File: src/rtl/niosii_microprocessor_cpu_cpu_oci_dct_packer_pkg.sv
// Shared widths and FSM encoding for the OCI trace-frame packer.
package niosii_microprocessor_cpu_cpu_oci_dct_packer_pkg;
  localparam int DEF_FRAME_W = 2;
  localparam int DEF_FRAMES  = 15;
  localparam int DEF_BUF_W   = DEF_FRAME_W * DEF_FRAMES;
  localparam int DEF_CNT_W   = $clog2(DEF_FRAMES + 1);

  typedef enum logic [1:0] {
    ST_RUN   = 2'd0,
    ST_DRAIN = 2'd1,
    ST_ENDED = 2'd2
  } state_e;
endpackage

File: src/rtl/niosii_microprocessor_cpu_cpu_oci_dct_slot.sv
// Single-entry valid/ready output register holding one packed trace word.
module niosii_microprocessor_cpu_cpu_oci_dct_slot #(
  parameter int DATA_W = 30,
  parameter int CNT_W  = 4
) (
  input  logic              clk,
  input  logic              reset,
  input  logic              load,
  input  logic [DATA_W-1:0] load_data,
  input  logic [CNT_W-1:0]  load_count,
  input  logic              out_ready,
  output logic [DATA_W-1:0] out_data,
  output logic [CNT_W-1:0]  out_count,
  output logic              out_valid
);
  logic [DATA_W-1:0] data_q, data_d;
  logic [CNT_W-1:0]  count_q, count_d;
  logic              valid_q, valid_d;

  // A load overrides a same-cycle consume so back-to-back words see no bubble.
  always_comb begin
    data_d  = data_q;
    count_d = count_q;
    valid_d = valid_q;
    if (load) begin
      data_d  = load_data;
      count_d = load_count;
      valid_d = 1'b1;
    end else if (out_ready) begin
      valid_d = 1'b0;
    end else begin
      valid_d = valid_q;
    end
  end

  always_ff @(posedge clk or posedge reset) begin
    if (reset) begin
      data_q  <= '0;
      count_q <= '0;
      valid_q <= 1'b0;
    end else begin
      data_q  <= data_d;
      count_q <= count_d;
      valid_q <= valid_d;
    end
  end

  assign out_data  = data_q;
  assign out_count = count_q;
  assign out_valid = valid_q;
endmodule

File: src/rtl/niosii_microprocessor_cpu_cpu_oci_dct_packer.sv
// Packs 2-bit trace frames into 30-bit words with flush and end-of-test drain.
module niosii_microprocessor_cpu_cpu_oci_dct_packer
  import niosii_microprocessor_cpu_cpu_oci_dct_packer_pkg::*;
#(
  parameter int  FRAME_W = DEF_FRAME_W,
  parameter int  FRAMES  = DEF_FRAMES,
  localparam int BUF_W   = FRAME_W * FRAMES,
  localparam int CNT_W   = $clog2(FRAMES + 1)
) (
  input  logic               clk,
  input  logic               reset,
  input  logic [FRAME_W-1:0] frame_data,
  input  logic               frame_valid,
  output logic               frame_ready,
  input  logic               flush,
  input  logic               test_ending,
  output logic [BUF_W-1:0]   dct_buffer,
  output logic [CNT_W-1:0]   dct_count,
  output logic [BUF_W-1:0]   word_data,
  output logic [CNT_W-1:0]   word_count,
  output logic               word_valid,
  input  logic               word_ready,
  output logic               test_has_ended
);
  state_e             state_q, state_d;
  logic [BUF_W-1:0]   buf_q, buf_d, acc_buf_s;
  logic [CNT_W-1:0]   cnt_q, cnt_d, acc_cnt_s;
  logic               pend_q, pend_d;
  logic               accept_s, slot_free_s, flush_req_s, commit_s;

  // The accumulator value after this cycle's frame is what a commit captures.
  always_comb begin
    frame_ready = (state_q == ST_RUN) && (cnt_q != CNT_W'(FRAMES)) && !pend_q;
    accept_s    = frame_valid && frame_ready;
    acc_buf_s   = buf_q;
    acc_cnt_s   = cnt_q;
    if (accept_s) begin
      acc_buf_s = {buf_q[BUF_W-FRAME_W-1:0], frame_data};
      acc_cnt_s = cnt_q + CNT_W'(1);
    end else begin
      acc_buf_s = buf_q;
      acc_cnt_s = cnt_q;
    end
    slot_free_s = !word_valid || word_ready;
    flush_req_s = flush || (state_q == ST_DRAIN);
    commit_s    = slot_free_s && (acc_cnt_s != '0) &&
                  ((acc_cnt_s == CNT_W'(FRAMES)) || flush_req_s || pend_q);

    buf_d  = acc_buf_s;
    cnt_d  = acc_cnt_s;
    pend_d = pend_q;
    if (commit_s) begin
      buf_d  = '0;
      cnt_d  = '0;
      pend_d = 1'b0;
    end else if (flush_req_s && (acc_cnt_s != '0) && !slot_free_s) begin
      pend_d = 1'b1;
    end else begin
      pend_d = pend_q;
    end
  end

  // Drain completes only once nothing is buffered, pending or waiting in the slot.
  always_comb begin
    state_d = state_q;
    case (state_q)
      ST_RUN:   if (test_ending) state_d = ST_DRAIN;
                else             state_d = ST_RUN;
      ST_DRAIN: if ((cnt_q == '0) && !pend_q && !word_valid) state_d = ST_ENDED;
                else                                         state_d = ST_DRAIN;
      ST_ENDED: state_d = ST_ENDED;
      default:  state_d = ST_RUN;
    endcase
  end

  always_ff @(posedge clk or posedge reset) begin
    if (reset) begin
      state_q <= ST_RUN;
      buf_q   <= '0;
      cnt_q   <= '0;
      pend_q  <= 1'b0;
    end else begin
      state_q <= state_d;
      buf_q   <= buf_d;
      cnt_q   <= cnt_d;
      pend_q  <= pend_d;
    end
  end

  niosii_microprocessor_cpu_cpu_oci_dct_slot #(
    .DATA_W (BUF_W),
    .CNT_W  (CNT_W)
  ) u_slot (
    .clk        (clk),
    .reset      (reset),
    .load       (commit_s),
    .load_data  (acc_buf_s),
    .load_count (acc_cnt_s),
    .out_ready  (word_ready),
    .out_data   (word_data),
    .out_count  (word_count),
    .out_valid  (word_valid)
  );

  assign dct_buffer     = buf_q;
  assign dct_count      = cnt_q;
  assign test_has_ended = (state_q == ST_ENDED);
endmodule

File: config.mk
export PLATFORM = sky130hd
export DESIGN_NAME = niosii_microprocessor_cpu_cpu_oci_dct_packer
export DESIGN_NICKNAME = d
export VERILOG_FILES = /design/src/rtl/niosii_microprocessor_cpu_cpu_oci_dct_packer_pkg.sv /design/src/rtl/niosii_microprocessor_cpu_cpu_oci_dct_slot.sv /design/src/rtl/niosii_microprocessor_cpu_cpu_oci_dct_packer.sv
export SDC_FILE = /design/constraint.sdc
export NUM_CORES = 1
export LEC_CHECK = 0
export ABC_AREA = 1
export BUFFER_PORTS_ARGS = -buffer_cell sky130_fd_sc_hd__buf_2
export CAP_MARGIN = 20
export CORE_MARGIN = 4
export CORE_UTILIZATION = 56
export CTS_BUF_LIST = sky130_fd_sc_hd__clkbuf_4
export DETAILED_ROUTE_END_ITERATION = 6
export GPL_TIMING_DRIVEN = 0
export PLACE_DENSITY = 0.8
export SETUP_SLACK_MARGIN = 0.05
export SYNTH_ARGS = -nofsm -noshare
export SYNTH_HDL_FRONTEND = slang
export SYNTH_SLANG_ARGS = --single-unit
File: constraint.sdc
create_clock -name clk -period 2.6 [get_ports clk]
set_clock_uncertainty 0.1 [all_clocks]
set_input_delay 0.26 -clock clk [delete_from_list [all_inputs] [get_ports clk]]
set_output_delay 0.26 -clock clk [all_outputs]
set_load 0.1 [all_outputs]
==> summary.md, run 1 <==
| Metric | Value |
|---|---|
| Outcome | `completed` |
| Max Slew Vio Count | `0` |
| DRC viols | `0` |
| FP Rows | `28` |
| Worst relative slew slack | `41.6%` |
| Total GRT Usage | `between 20 and 25%` |
| Hold_ws | `about 0.15 ns` |
| CTS sink cnt | `72` |
| Total CTS buffers | `9` |
| First-pass DRT Iterations | `4` |
| Worst skew pair latency | `roughly 0.42 ns` |
| Worst hold path class | `primary input to register` |
| Vias | `2,934` |
| Period minus WS final | `about 2.2 ns` |
| CTS tree | `built` |
| Final Instance Area | `~0.0043 mm2` |
| Critical path arrival | `2.41 ns` |
| Die Wd | `roughly 88 um` |
| Routability Congestion | `between 0.8 and 0.9` |
| # fillers | `approximately 530` |
| Mapped Cells | `just over 400` |
| Antenna violation net count after detailed routing | `0` |
| Most frequent cells in the layout | `110 x nand2_1, 85 x buf_2, 72 x inv_1` |
| Post-DP HPWL | `around 5800 um` |
| Synth area leader | `dfrtp_1` |
| Share of layout cells above drive strength 1 | `a little under a third` |
| Vias in the first global route | `between 2,000 and 3,000` |
| Port Buffers | `78` |
| Setup-failing EPs final | `0` |
| Setup ws final | `0.397 ns` |
| Ys Warns | `0` |
| Largest net degree at the start of global routing | `73` |
| FMAX | `about 450 MHz` |
| P&R area growth vs syn | `19.5%` |
| H-Tree Depth | `3` |
| Synth Net Count | `between 400 and 500` |
| RSZ-0062 raised after global routing | `no` |
| Critical path class | `register to register` |
| CP Capture Type | `register` |
| Post-cts resize count | `0` |
| Deepest clock path buffer count | `2` |
| Final wirelength | `around 8000 um` |
| Post-Syn Area | `about 0.0036 mm2` |
| Core Area | `between 0.006 and 0.007 mm2` |
| Root Driver | `clkbuf_4` |
| ANT cells | `0` |
| First-pass GRT wire length | `13,600 um` |
| DP Worst Slack | `0.412 ns` |
| Highest routed metal layer | `met4` |
| Most common cell after layout, fill and taps aside | `nand2_1` |
| Fin crit share | `between 80% and 90%` |
| Mean area per synthesized cell | `around 8.7 um2` |
| Worst Setup Start Kind | `register` |
| Clock-pin slew on the worst setup and hold paths | `roughly 0.13 ns` |
| Metal3 WL | `around 510 um` |
| Area share of the largest cell type after synthesis | `50.0%` |
| Post-synthesis register bit count | `just over 70` |
| Area post-placement | `between 0.004 and 0.005 mm2` |
| Max Fanout on Critical Path | `10` |
| Postcts setup bufs | `0` |
| Layout net count | `between 500 and 600` |
| Max-Cap Viols | `0` |
| Synth area leaders | `dfrtp_1 50%, nand2_1 12%, nor2_4 8.4%` |
| Sequential share of the synthesized area | `around 50%` |
| Netlist cell types | `29` |
| 1st-iter DRT viols | `147` |
| Initial antenna violation count | `0` |
| GRT Residual Overflow | `0` |
| Initial Util | `59.1%` |
| Met2 routed WL | `about 3800 um` |
| Tightest Pin Transition | `just under 0.9 ns` |
| Met1 Routed Length | `roughly 3500 um` |
| Die Height | `88.2 um` |
| Drt via density | `around 5.0` |
| Hold Violations, Final | `0` |
| Die footprint | `approximately 0.008 mm2` |
| CP required | `roughly 2.8 ns` |
| Drt wl/cell | `~14 um` |
| Num ports | `a little under 80` |
timing repair:
item                                    4_1_cts  5_1_grt
endpoints found under the setup margin        0        0
hold endpoints to repair                     74        0
hold buffers                                  3        0
synth_stat cells:
master / instances
nand2_1: 112
inv_1: 73
dfrtp_1: 72
nand3_1: 38
o21ai_0: 32
nor2_4: 27
nor2_1: 13
buf_2: 7
clkbuf_1: 5
nand2_2: 4
nor2_2: 4
buf_12: 3
buf_4: 3
nand4_1: 3
ha_1: 2
nand2_4: 2
nor2_8: 2
a21oi_1: 1
a22o_1: 1
buf_6: 1
inv_2: 1
inv_8: 1
nand2_8: 1
nand3_2: 1
nand4_2: 1
nor3_1: 1
o21ai_1: 1
o21bai_1: 1
xnor2_1: 1
cell families (layout without fill, tap and decap cells):
kind of cell | count (synthesis) | count (layout) | synth area share, %
adder cells (fa/ha/maj) | 2 | 2 | 0.695
buffers and inverters | 94 | 191 | 12.1
flip-flops | 72 | 72 | 50.0
AO/OA/AOI/OAI | 36 | 36 | 5.18
AND/OR/NAND/NOR | 209 | 209 | 31.7
XOR/XNOR | 1 | 1 | 0.243
registers in the layout, indices dropped and copies added (netlist names):
name,flops
u_slot.out_valid,1
dct_count,4
state_q,2
u_slot.out_count,4
dct_buffer,30
u_slot.out_data,30
pend_q,1
worst max-delay path, cell delays in order, from the launching register on:
cell     delay [ns]
dfrtp_2        0.47
ha_4           0.19
nand3_4        0.11
nand4_2        0.13
buf_6          0.18
nand2_1        0.07
nand2_2        0.08
nand2_4        0.10
nor2_8         0.05
nor2_8         0.17
nand2_8        0.11
inv_8          0.11
buf_12         0.18
nor2_2         0.04
per-layer routing:
metal / vias to the layer above / track usage (%)
li1: 1438 / -
met1: 1388 / 29.7
met2: 93 / 37.0
met3: 15 / 4.52
met4: 0 / 9.07
met5: - / 0
area by class of cell:
type | count | area, um2 | area share (%)
Inverter | 75 | 292 | 6.78
Tap cell | 75 | 93.8 | 2.18
Buffer | 19 | 148 | 3.43
Clock inverter | 6 | 68.8 | 1.60
Timing Repair Buffer | 81 | 420 | 9.77
Multi-Input combinational cell | 248 | 1400 | 32.5
Clock buffer | 10 | 75.1 | 1.75
Sequential cell | 72 | 1810 | 42.0
path summary, 6_finish.rpt:
check	startpoint	to	slack, ns	depth (start not counted)
max in group asynchronous	reset	dct_count[0]$_DFF_PP0_	1.32	3
setup reg to reg	dct_count[1]$_DFF_PP0_	dct_buffer[2]$_DFF_PP0_	0.40	13
hold / removal	flush	pend_q$_DFFE_PP0P_	0.15	5
setup / recovery	dct_count[1]$_DFF_PP0_	dct_buffer[2]$_DFF_PP0_	0.40	13
min in group asynchronous	reset	u_slot.out_data[29]$_DFFE_PP0P_	0.46	3
hold reg to reg	u_slot.out_count[0]$_DFFE_PP0P_	u_slot.out_count[0]$_DFFE_PP0P_	0.38	2
metrics by stage:
step / instances / TNS (ns) / utilization (%)
CTS: 586 / 0 / 70.6
floorplan: 414 / -5.08 / -
global route: 586 / 0 / 70.6
detailed placement: 567 / 0 / 67.7
finish: 586 / 0 / 70.6
global placement: 567 / -30.50 / 67.7
Power of run 1 is left out: the tool's default activity adds up to more than one toggle a clock period on the data nets, which glitch-free logic cannot reach.
==> run 2: changes to the inputs <==
--- a/config.mk
+++ b/config.mk
@@ -9,11 +9,11 @@
 export BUFFER_PORTS_ARGS = -buffer_cell sky130_fd_sc_hd__buf_2
 export CAP_MARGIN = 20
 export CORE_MARGIN = 4
-export CORE_UTILIZATION = 56
+export CORE_UTILIZATION = 51
 export CTS_BUF_LIST = sky130_fd_sc_hd__clkbuf_4
 export DETAILED_ROUTE_END_ITERATION = 6
 export GPL_TIMING_DRIVEN = 0
-export PLACE_DENSITY = 0.8
+export PLACE_DENSITY = 0.77
 export SETUP_SLACK_MARGIN = 0.05
 export SYNTH_ARGS = -nofsm -noshare
 export SYNTH_HDL_FRONTEND = slang
==> constraint.sdc (replaced) <==
create_clock -name clk -period 1.8 [get_ports clk]
set_clock_uncertainty 0.1 [all_clocks]
set_input_delay 0.18 -clock clk [delete_from_list [all_inputs] [get_ports clk]]
set_output_delay 0.18 -clock clk [all_outputs]
set_load 0.1 [all_outputs]
==> summary.md, run 2 (synthesis gave the netlist of run 1 again) <==
| Metric | Value |
|---|---|
| 1st-iter DRT viols | `221 (+50%)` |
| Multi-input gate area | `0.00154 mm2 (+10%)` |
| Die Wd | `92.0 um (+4.3%)` |
| Critical Path Most Common Cell | `nand2_2` |
| Total GRT Usage | `21.5% (-1.1 points)` |
| # fillers | `506 (-3.8%)` |
| Clock-pin slew on the worst setup and hold paths | `0.12 ns (about the same)` |
| Layout net count | `547 (+6.0%)` |
| ANT cells | `0 (unchanged)` |
| Largest net degree at the start of global routing | `40 (-45%)` |
| FP Rows | `30 (+7.1%)` |
| Die footprint | `0.00847 mm2 (+8.9%)` |
| Drt via density | `4.91 (-1.9%)` |
| Vias | `3,135 (+6.9%)` |
| Tightest Pin Transition | `0.741 ns (-0.134 ns)` |
| Period minus WS final | `2.22 ns (+0.0171 ns)` |
| CP required | `2.04 ns (-0.77 ns)` |
| DRC viols | `0 (unchanged)` |
| Vias in the first global route | `2,963 (+1.8%)` |
| Setup-failing EPs final | `71 (+71)` |
| Most common cell after layout, fill and taps aside | `nand2_1` |
| Routability Congestion | `0.898 (+5.8%)` |
| DP Worst Slack | `-0.413 ns (-0.824 ns)` |
| CTS sink cnt | `72 (unchanged)` |
| CP max-delay cell | `dfrtp_2` |
| Worst skew pair latency | `0.41 ns (about the same)` |
| First-pass DRT Iterations | `5 (+1)` |
| Reg2Reg Depth | `15 (+2)` |
| Max-Cap Viols | `0 (unchanged)` |
| RSZ-0062 raised after global routing | `yes` |
| H-Tree Depth | `3 (unchanged)` |
| Post-DP HPWL | `5890 um (+1.9%)` |
| Fin crit share | `123% (+39 points)` |
| Critical path arrival | `2.46 ns (+0.05 ns)` |
| WHS Path Cells | `3 (-2)` |
| Worst path depth | `15 (+2)` |
| Port Buffers | `78 (unchanged)` |
| Worst hold path class | `primary input to register` |
| Final wirelength | `9430 um (+18%)` |
| Worst Setup Start Kind | `register` |
| Max Fanout on Critical Path | `7 (-3)` |
| Core Area | `0.00683 mm2 (+12%)` |
| Outcome | `complete, but fails checks` |
| FMAX | `450 MHz (-0.77%)` |
| Worst relative slew slack | `50.5% (+8.9 points)` |
| Failing checks | `negative setup slack` |
| Hold Violations, Final | `0 (unchanged)` |
| Critical path class | `register to register` |
| Setup ws final | `-0.420 ns (-0.817 ns)` |
| Most frequent cells in the layout | `97 x nand2_1, 80 x buf_2, 69 x inv_1` |
| P&R area growth vs syn | `36.7%` |
| First-pass GRT wire length | `14,600 um (+6.9%)` |
| Share of layout cells above drive strength 1 | `41.9% (+10 points)` |
| Antenna violation net count after detailed routing | `0 (unchanged)` |
| Initial Util | `52.7% (-6.4 points)` |
| Num ports | `79 (unchanged)` |
| CP Buf/Inv Count | `5 (+2)` |
| Crit path largest cell delay | `0.47 ns (about the same)` |
| Initial antenna violation count | `0 (unchanged)` |
| Storage cell area | `0.00181 mm2 (unchanged)` |
| Die Height | `92.0 um (+4.3%)` |
| Max Slew Vio Count | `0 (unchanged)` |
| CTS tree | `built` |
| CP Capture Type | `register` |
| Total CTS buffers | `9 (unchanged)` |
| Root Driver | `clkbuf_4` |
| Drt wl/cell | `14.8 um (+8.5%)` |
| Crit path max-delay family | `simple AND/OR/NAND/NOR gates` |
| GRT Residual Overflow | `0 (unchanged)` |
| Deepest clock path buffer count | `2 (unchanged)` |
| Critical path, cell by cell | `ha_4, nand3_4, nand4_4, buf_6, nand2_4, nand2_2, nand2_2, inv_2, nand2_2, nand2_4, nand2_8, clkinv_8, buf_12, buf_12, nor2_2` |
[run 2: cell type report]
cell class / count / share of cell area, %
flip-flops and latches: 72 / 36.7
multi-input cells: 248 / 31.3
repair buffers: 113 / 15.6
inverters: 75 / 6.15
plain buffers: 18 / 4.04
well taps: 96 / 2.44
clock inverters: 6 / 2.19
clock buffers: 10 / 1.52
[run 2: worst paths after layout]
check / startpoint / endpoint / slack (ns)
min in group asynchronous: reset / u_slot.out_data[25]$_DFFE_PP0P_ / 0.32
hold / removal: frame_data[0] / dct_buffer[0]$_DFF_PP0_ / 0.06
setup reg to reg: dct_count[1]$_DFF_PP0_ / dct_buffer[28]$_DFF_PP0_ / -0.42
max in group asynchronous: reset / dct_count[0]$_DFF_PP0_ / 0.62
setup / recovery: dct_count[1]$_DFF_PP0_ / dct_buffer[28]$_DFF_PP0_ / -0.42
hold reg to reg: u_slot.out_data[28]$_DFFE_PP0P_ / u_slot.out_data[28]$_DFFE_PP0P_ / 0.38
[run 2: worst min-delay path, cell delays in order]
cell	delay, ns
buf_2	0.08
o21ai_1	0.13
nor2_4	0.15
[run 2: timing repair]
| action | in CTS | in global routing |
|---|---|---|
| hold buffers | 3 | 1 |
| setup buffers | 21 | 7 |
| endpoints found under the hold margin | 35 | 1 |
| pin swaps | 11 | 15 |
| setup endpoints to repair | 71 | 71 |
| gates resized for setup | 38 | 52 |
| cloned | 2 | 1 |
[run 2: metal layers]
metal	routed length [um]	global-route usage, %
met1	3940	29.0
met2	4650	35.5
met3	646	3.69
met4	191	7.05
met5	0	0
[run 2: through the flow]
stage	util (%)	setup TNS [ns]	cell area, um2	hold slack [ns]	instances
after floorplan	-	-60.66	3660	0.161	414
final	72.1	-22.92	4920	0.0618	638
after global routing	72.1	-30.00	4920	0.0595	638
after detailed placement	61.3	-24.53	4190	0.261	589
after CTS	68.3	-18.01	4670	0.0367	630
after global placement	61.0	-22.03	4170	0.272	588
Power of run 2 is left out for the same reason.
